## src/rtl/tdm_pkg.sv

```systemverilog
// Shared types and width helpers for the TDM demultiplexer.
// TDM_DEMUX_PARITY_EN selects an extra even-parity bit per slot.
package tdm_pkg;

  typedef enum logic [0:0] {
    HUNT = 1'b0,
    RUN  = 1'b1
  } state_e;

`ifdef TDM_DEMUX_PARITY_EN
  localparam int PAR_BITS = 1;
`else
  localparam int PAR_BITS = 0;
`endif

  // Counter width able to index 0..n-1, never narrower than one bit.
  function automatic int cnt_width(input int n);
    return (n <= 1) ? 1 : $clog2(n);
  endfunction

  function automatic int slot_bits(input int w);
    return w + PAR_BITS;
  endfunction

endpackage

```

## src/rtl/tdm_deser.sv

```systemverilog
// Slot deserialiser: MSB-first shift register, bit counter, completion flag
// and optional even-parity check (TDM_DEMUX_PARITY_EN).
module tdm_deser
  import tdm_pkg::*;
#(
  parameter int W  = 8,
  parameter int SB = slot_bits(W),
  parameter int CW = cnt_width(SB)
) (
  input  logic          clk,
  input  logic          rst_n,
  input  logic          en_i,
  input  logic          restart_i,
  input  logic          d_i,
  output logic [W-1:0]  word_o,
  output logic          done_o,
  output logic          par_err_o,
  output logic [CW-1:0] bit_cnt_o
);

  localparam int SR_W = SB - 1;
  localparam logic [CW-1:0] LAST_BIT = CW'(SB - 1);

  logic [SR_W-1:0] shreg_q, shreg_d;
  logic [CW-1:0]   bit_cnt_q, bit_cnt_d;
  logic [SB-1:0]   full_s;

  // The word completes on the edge that samples its last bit, so the
  // incoming bit is appended combinationally rather than waiting a cycle.
  always_comb begin
    full_s = {shreg_q, d_i};
    word_o = full_s[SB-1 -: W];
    done_o = en_i && !restart_i && (bit_cnt_q == LAST_BIT);
`ifdef TDM_DEMUX_PARITY_EN
    par_err_o = done_o && (^full_s);
`else
    par_err_o = 1'b0;
`endif
  end

  // Next shift-register and bit-counter values.
  always_comb begin
    shreg_d   = shreg_q;
    bit_cnt_d = bit_cnt_q;
    if (restart_i) begin
      shreg_d   = SR_W'(d_i);
      bit_cnt_d = CW'(1);
    end else if (en_i) begin
      shreg_d = full_s[SR_W-1:0];
      if (bit_cnt_q == LAST_BIT) begin
        bit_cnt_d = {CW{1'b0}};
      end else begin
        bit_cnt_d = bit_cnt_q + CW'(1);
      end
    end else begin
      shreg_d   = shreg_q;
      bit_cnt_d = bit_cnt_q;
    end
  end

  // Deserialiser state registers.
  always_ff @(posedge clk or negedge rst_n) begin
    if (!rst_n) begin
      shreg_q   <= {SR_W{1'b0}};
      bit_cnt_q <= {CW{1'b0}};
    end else begin
      shreg_q   <= shreg_d;
      bit_cnt_q <= bit_cnt_d;
    end
  end

  assign bit_cnt_o = bit_cnt_q;

endmodule

```

## src/rtl/tdm_demultiplexer.sv

```systemverilog
// Serial TDM demultiplexer: frame lock FSM, slot counter, per-channel
// holding registers and strobes. Parity build: TDM_DEMUX_PARITY_EN.
module tdm_demultiplexer
  import tdm_pkg::*;
#(
  parameter int NCH = 4,
  parameter int W   = 8
) (
  input  logic                        CLK,
  input  logic                        RST_N,
  input  logic                        D,
  input  logic                        FS,
  output logic [NCH*W-1:0]            Y,
  output logic                        SLOT_STB,
  output logic [cnt_width(NCH)-1:0]   SLOT,
  output logic                        FRAME_STB,
  output logic                        LOCKED,
  output logic                        SYNC_ERR,
  output logic                        PAR_ERR
);

  localparam int SB = slot_bits(W);
  localparam int CW = cnt_width(SB);
  localparam int SW = cnt_width(NCH);
  localparam logic [SW-1:0] LAST_SLOT = SW'(NCH - 1);

  state_e state_q, state_d;

  logic [SW-1:0]    slot_cnt_q, slot_cnt_d;
  logic [NCH*W-1:0] y_q, y_d;
  logic             slot_stb_q, slot_stb_d;
  logic [SW-1:0]    slot_q, slot_d;
  logic             frame_stb_q, frame_stb_d;
  logic             locked_q, locked_d;
  logic             sync_err_q, sync_err_d;
  logic             par_err_q, par_err_d;

  logic             en_s;
  logic             frame_start_s;
  logic [W-1:0]     word_s;
  logic             word_done_s;
  logic             word_par_err_s;
  logic [CW-1:0]    bit_cnt_s;

  // Every FS restarts the deserialiser; at the expected frame start that
  // is indistinguishable from the normal slot boundary.
  always_comb begin
    en_s          = (state_q == RUN) || FS;
    frame_start_s = (state_q == RUN) && (bit_cnt_s == {CW{1'b0}}) &&
                    (slot_cnt_q == {SW{1'b0}});
  end

  tdm_deser #(
    .W  (W),
    .SB (SB),
    .CW (CW)
  ) u_deser (
    .clk       (CLK),
    .rst_n     (RST_N),
    .en_i      (en_s),
    .restart_i (FS),
    .d_i       (D),
    .word_o    (word_s),
    .done_o    (word_done_s),
    .par_err_o (word_par_err_s),
    .bit_cnt_o (bit_cnt_s)
  );

  // State register.
  always_ff @(posedge CLK or negedge RST_N) begin
    if (!RST_N) begin
      state_q <= HUNT;
    end else begin
      state_q <= state_d;
    end
  end

  // Next-state logic: once locked, only reset returns to HUNT.
  always_comb begin
    state_d = state_q;
    case (state_q)
      HUNT:    state_d = FS ? RUN : HUNT;
      RUN:     state_d = RUN;
      default: state_d = HUNT;
    endcase
  end

  // Output and datapath next values.
  always_comb begin
    y_d         = y_q;
    slot_cnt_d  = slot_cnt_q;
    slot_d      = slot_q;
    slot_stb_d  = word_done_s;
    frame_stb_d = word_done_s && (slot_cnt_q == LAST_SLOT);
    par_err_d   = word_par_err_s;
    locked_d    = (state_d == RUN);
    sync_err_d  = (state_q == RUN) && FS && !frame_start_s;

    if (FS) begin
      slot_cnt_d = {SW{1'b0}};
    end else if (word_done_s) begin
      slot_cnt_d = (slot_cnt_q == LAST_SLOT) ? {SW{1'b0}} : slot_cnt_q + SW'(1);
    end else begin
      slot_cnt_d = slot_cnt_q;
    end

    if (word_done_s) begin
      slot_d = slot_cnt_q;
    end else begin
      slot_d = slot_q;
    end

    for (int k = 0; k < NCH; k++) begin
      if (word_done_s && !word_par_err_s && (slot_cnt_q == SW'(k))) begin
        y_d[k*W +: W] = word_s;
      end else begin
        y_d[k*W +: W] = y_q[k*W +: W];
      end
    end
  end

  // Registered outputs, slot counter and channel holding registers.
  always_ff @(posedge CLK or negedge RST_N) begin
    if (!RST_N) begin
      y_q         <= {(NCH*W){1'b0}};
      slot_cnt_q  <= {SW{1'b0}};
      slot_q      <= {SW{1'b0}};
      slot_stb_q  <= 1'b0;
      frame_stb_q <= 1'b0;
      locked_q    <= 1'b0;
      sync_err_q  <= 1'b0;
      par_err_q   <= 1'b0;
    end else begin
      y_q         <= y_d;
      slot_cnt_q  <= slot_cnt_d;
      slot_q      <= slot_d;
      slot_stb_q  <= slot_stb_d;
      frame_stb_q <= frame_stb_d;
      locked_q    <= locked_d;
      sync_err_q  <= sync_err_d;
      par_err_q   <= par_err_d;
    end
  end

  assign Y         = y_q;
  assign SLOT_STB  = slot_stb_q;
  assign SLOT      = slot_q;
  assign FRAME_STB = frame_stb_q;
  assign LOCKED    = locked_q;
  assign SYNC_ERR  = sync_err_q;
  assign PAR_ERR   = par_err_q;

endmodule
```

## config.mk

```make
export PLATFORM = sky130hd
export DESIGN_NAME = tdm_demultiplexer
export DESIGN_NICKNAME = d
export VERILOG_FILES = /design/src/rtl/tdm_pkg.sv /design/src/rtl/tdm_deser.sv /design/src/rtl/tdm_demultiplexer.sv
export SDC_FILE = /design/constraint.sdc
export NUM_CORES = 1
export LEC_CHECK = 0
export ABC_CLOCK_PERIOD_IN_PS = 1720
export BUFFER_PORTS_ARGS = -buffer_cell sky130_fd_sc_hd__buf_4
export CORE_AREA = 2 2 66 68
export DETAILED_ROUTE_END_ITERATION = 7
export DIE_AREA = 0 0 68 70
export PLACE_DENSITY_LB_ADDON = 0.15
export RECOVER_POWER = 50
export SLEW_MARGIN = 20
export SYNTH_ARGS = -nofsm -noshare
export SYNTH_HDL_FRONTEND = slang
export SYNTH_SLANG_ARGS = --single-unit
```

## constraint.sdc

```tcl
create_clock -name CLK -period 1.72 [get_ports CLK]
set_input_delay 0 -clock CLK [delete_from_list [all_inputs] [get_ports CLK]]
set_output_delay 0 -clock CLK [all_outputs]
set_load 0.02 [all_outputs]
```

# After elaboration in Yosys (flattened, before gate mapping)
# Cells that the tools add are included.
dict set report totals {
  ff_bits 50
  input_bits 4
  output_inout_bits 39
  word_cells 46
}
dict set report op_classes {
  n_addsub 2
  n_eq_ne 4
  muxes 10
  bitwise_logic 1
  n_reduce_logical 17
}
# op count
set op_table {}
lappend op_table {{2-to-1 mux 7 bit} 2}
lappend op_table {{logical AND 1 bit} 10}
lappend op_table {{2-to-1 mux 3 bit} 3}
lappend op_table {{2-to-1 mux 2 bit} 3}
lappend op_table {{equality test 2 bit (second input constant)} 2}
lappend op_table {{nonzero test 2 bit} 2}
lappend op_table {{adder 3 x 1 -> 3 bit (second input constant)} 1}
lappend op_table {{equality test 3 bit (second input constant)} 1}
lappend op_table {{zero test 3 bit} 1}
lappend op_table {{adder 2 x 1 -> 2 bit (second input constant)} 1}
lappend op_table {{equality test 2 x 1 -> 1 bit (second input constant)} 1}
lappend op_table {{zero test 1 bit} 2}
lappend op_table {{zero test 2 bit} 1}
lappend op_table {{one-hot mux 1 bit (2 select lines)} 1}
lappend op_table {{logical OR 1 bit} 1}
lappend op_table {{2-to-1 mux 1 bit} 1}
lappend op_table {{NOT 1 bit} 1}

# Depth between registers and ports, before layout
dict set report logic_depth {
  word_depth 5
  depth_mapped 5
  depth_no_buf 4
}

# Cells and area by module
# A second synthesis with hierarchy kept.
dict set report unflattened {
  hier_cells 136
  hier_area_um2 2087.0
}
# mod instances cells_each area_each_um2 seq_area_each_um2
set by_module_without_submodules {}
lappend by_module_without_submodules {tdm_demultiplexer 1 96 1624.1 1026.0}
lappend by_module_without_submodules {tdm_deser 1 40 462.9 250.2}

# Worst setup path after synthesis
# Ideal clock, no wire load.
dict set report synth_path {
  path_type {flip-flop to flip-flop}
  from {reg u_deser.bit_cnt_q[0] (netlist: u_deser.bit_cnt_o[0])}
  to {reg y_q[24] (netlist: Y[24])}
  setup_ns 0.125
  t_arrival_ns 1.406
  t_required_ns 1.595
  setup_slack_ns 0.189
  path_stages_with_launch 6
  n_path_buf 1
  period_less_slack_ns 1.531
  cell_sequence {dfrtp_1 -> ha_1 -> ha_1 -> buf_4 -> nand4b_4 -> mux2_2}
}
dict set report synth_between {
  elab_chain_len 3
}
# element line_no
set synth_lines {}
lappend synth_lines {{from (decl)} tdm_deser.sv:25} ;# logic [CW-1:0] bit_cnt_q, bit_cnt_d;
lappend synth_lines {{from (signal assigned)} tdm_deser.sv:65} ;# bit_cnt_q <= {CW{1'b0}};
lappend synth_lines {{from (signal assigned)} tdm_deser.sv:68} ;# bit_cnt_q <= bit_cnt_d;
lappend synth_lines {{equality test 3 bit} tdm_deser.sv:33} ;# done_o = en_i && !restart_i && (bit_cnt_q == LAST_BIT);
lappend synth_lines {{logical AND 1 bit} tdm_deser.sv:33}
lappend synth_lines {{logical AND 1 bit} tdm_demultiplexer.sv:114} ;# if (word_done_s && !word_par_err_s && (slot_cnt_q == SW'(k))) begin
lappend synth_lines {{to (signal assigned)} tdm_demultiplexer.sv:125} ;# y_q <= {(NCH*W){1'b0}};
lappend synth_lines {{to (signal assigned)} tdm_demultiplexer.sv:134} ;# y_q <= y_d;
lappend synth_lines {{to (decl)} tdm_demultiplexer.sv:30} ;# logic [NCH*W-1:0] y_q, y_d;
# Every way passes these cells.
# A chain may end at the register's enable or synchronous reset.

# Worst setup path after layout
dict set report layout_path {
  from {reg u_deser.bit_cnt_q[0] (netlist: u_deser.bit_cnt_o[0])}
  to {reg slot_q[0] (netlist: SLOT[0])}
}
dict set report layout_between {
  elab_chain_len 2
}
# element line_no
set layout_lines {}
lappend layout_lines {{equality test 3 bit} tdm_deser.sv:33}
lappend layout_lines {{logical AND 1 bit} tdm_deser.sv:33}
lappend layout_lines {{to (signal assigned)} tdm_demultiplexer.sv:127} ;# slot_q <= {SW{1'b0}};
lappend layout_lines {{to (signal assigned)} tdm_demultiplexer.sv:136} ;# slot_q <= slot_d;
lappend layout_lines {{to (decl)} tdm_demultiplexer.sv:32} ;# logic [SW-1:0] slot_q, slot_d;
# Every way passes these cells.

==> run summary <==
status: complete, no violations
mapped cell area: 2110 µm²
Final Setup Violations: 0
Finished Cell Area: 2530 µm²
reg2reg start: u_deser.bit_cnt_o[0]
Clock Root Buffer: clkbuf_8
Top FF cell, synth: dfrtp_1
gr busiest metal: met2
Clock Skews: 4.27 ps
grt met1 use: 25.5%
pre-CTS setup slack: -44.8 ps
max-cap check violation count: 0
Post-synth EDFFs: 0
Synth area leader: dfrtp_1
synthesized flop and latch total: 50
Rows: 24
initial antenna violation count: 0
FMAX: 615 MHz
CTS sink count: 50
most frequent cells in the layout: dfrtp_1 (50), mux2_2 (32), buf_4 (25), clkbuf_1 (19), nor2_1 (9)
mux contribution to synthesized area: 23.0%
commonest non-fill, non-tap cell in the layout: dfrtp_1
sequential element share of the synthesized area: 59.3%
largest family of logic cells by synthesized area: multiplexers
Initial Util: 50.9%
DR vias/cell: 5.12
Final GP Congestion: 0.732
die footprint: 4760 µm²
Critical Path Fanout Max: 7
total number of vias: 1233
pwr/cell area: 903 nW/µm²
post-synthesis xor/xnor area fraction: 0%
Synth async-reset ratio: 100%
die height: 70 µm
Area contributors post-synth: dfrtp_1 (59%), mux2_2 (17%), nand4b_4 (4.5%), ha_1 (4.1%), mux2i_1 (3.8%)
Setup crit start: u_deser.bit_cnt_o[0]
Worst setup EP type: register
dpl cell area: 2470 µm²
drt wl/cell: 16.1 µm
min cycle time layout: 1630 ps
drt first-iter violations: 51
CTS tree: built
Crit path arrival time: 1820 ps
fin. max-slew vios: 0
Final Hold Viols: 0
Worst Tran Pin Value: 1210 ps
Startpoint Class: register
Die Wd: 68 µm
WS Path Type: register to register
DRT Wirelength: 3890 µm
RSZ-0062 raised after global routing: false
Post-Syn Area per Cell: 15.2 µm²
Pleak: 1.47 nW
Ys Warns: 0
largest net degree at the start of global routing: 51
CTS buffer count: 5
Area Growth Syn to Fin: 20.1%
cells after synthesis: 139
Synth Area in Simple Gates: 8.00%
Syn Nets: 150
Initial DRT Pass Iterations: 2
Clk pin slew, worst setup/hold paths: 90 ps
DP HPWL: 2660 µm
clk_lat worst skew: 300 ps
htree depth: 2
GRT Resource Usage Total: 18.3%
Final period util: 94.5%
vias in the first global route: 1267
DRC violation count after routing: 0
first-pass GRT wire length: 6420 µm
max-slew headroom at the worst pin: 19.0%
post-route ant nets: 0
CTS Buffer Depth: 2
# diodes: 0
Ports: 43
area share of fa/ha/maj cells after synthesis: 4.15%
Hold Path Class: input pin to asynchronous set/reset pin
Req. time, crit path: 1910 ps
Worst VDD drop: 0.570 mV
routing usage on met3: 6.28%
worst setup margin: 94.3 ps
core box area: 4140 µm²
post-synth cell types: 23
share of cells above drive strength 1: 40.7%
input/output buffers: 41
routing usage on met2: 26.8%
grt ovf: 0
Compound-Gate Fraction of Synth Area: 2.13%
Synth top area share: 59.3%
nets: 199
[area by class of cell]
type,instances,area [µm²]
clock buffer,7,96.3
inverter,7,26.3
sequential,50,1250
tap,52,65.1
clock inverter,1,8.76
timing repair buffer,48,294
fill,351,1610
multi-input combinational,76,793
[Yosys cell counts (all sizes together), types with 2 or more instances]
cell type,n
a21oi,2
mux2,35
mux2i,8
nor2,9
inv,7
nand4b,4
buf,5
a21bo,2
dfrtp,50
ha,7
[sequential cells by signal (all words and copies together), names as in the netlist]
signal	count
FRAME_STB	1
LOCKED	1
SLOT	2
SLOT_STB	1
SYNC_ERR	1
Y	32
slot_cnt_q	2
u_deser.bit_cnt_o	3
u_deser.shreg_q	7
[critical path, cell delays in order (launching register included)]
cell	delay (ps)
dfrtp_1	400
ha_1	210
ha_2	260
buf_4	180
nand3b_1	130
mux2_2	350
[metrics by stage]
stage / std cells / util (%) / hold slack [ps] / TNS, ps / power, W
after floorplan: 139 / - / -296 / 0 / 0.00145
after global placement: 230 / 59.6 / 42.0 / 0 / 0.00156
after detailed placement: 230 / 59.6 / 65.4 / -626 / 0.00158
after CTS: 241 / 63.0 / 271 / 0 / 0.00234
after global routing: 241 / 61.2 / 527 / 0 / 0.00238
final: 241 / 61.2 / 483 / 0 / 0.00229
[power breakdown]
group	leakage (nW)	internal, W	total (W)	switching (W)
Sequential	0.679	0.00123	0.00127	0.0000391
Combinational	0.741	0.000113	0.000261	0.000148
Clock	0.0544	0.000369	0.000755	0.000386
[cell families after synthesis]
logic type	count (synthesis)
other cells	1
compound gates	6
buf+inv	13
simple gates	19
mux	43
fa+ha+maj	7
flops	50
[per-layer routing]
layer	part of all wire, %	vias to the layer above
met3	6.4	4
li1	-	571
met2	47	37
met5	0	-
met1	45	621
met4	1.0	0
[worst paths after layout]
kind	slack [ps]	to	cells after the start
max reg2reg	90	SLOT[0]	5
min	480	SYNC_ERR	2
max	90	SLOT[0]	5
min reg2reg	510	SLOT[1]	1
max in group asynchronous	520	Y[19]	2
min in group CLK	510	SLOT[1]	1
[what timing repair did]
item / in CTS / in global routing
endpoints found under the setup margin: 26 / 0
buffers inserted: 0 / 0
hold buffers: 3 / 0
hold endpoints to repair: 62 / 0
gates resized for setup: 1 / 0
(Power assumes the default switching activity.)
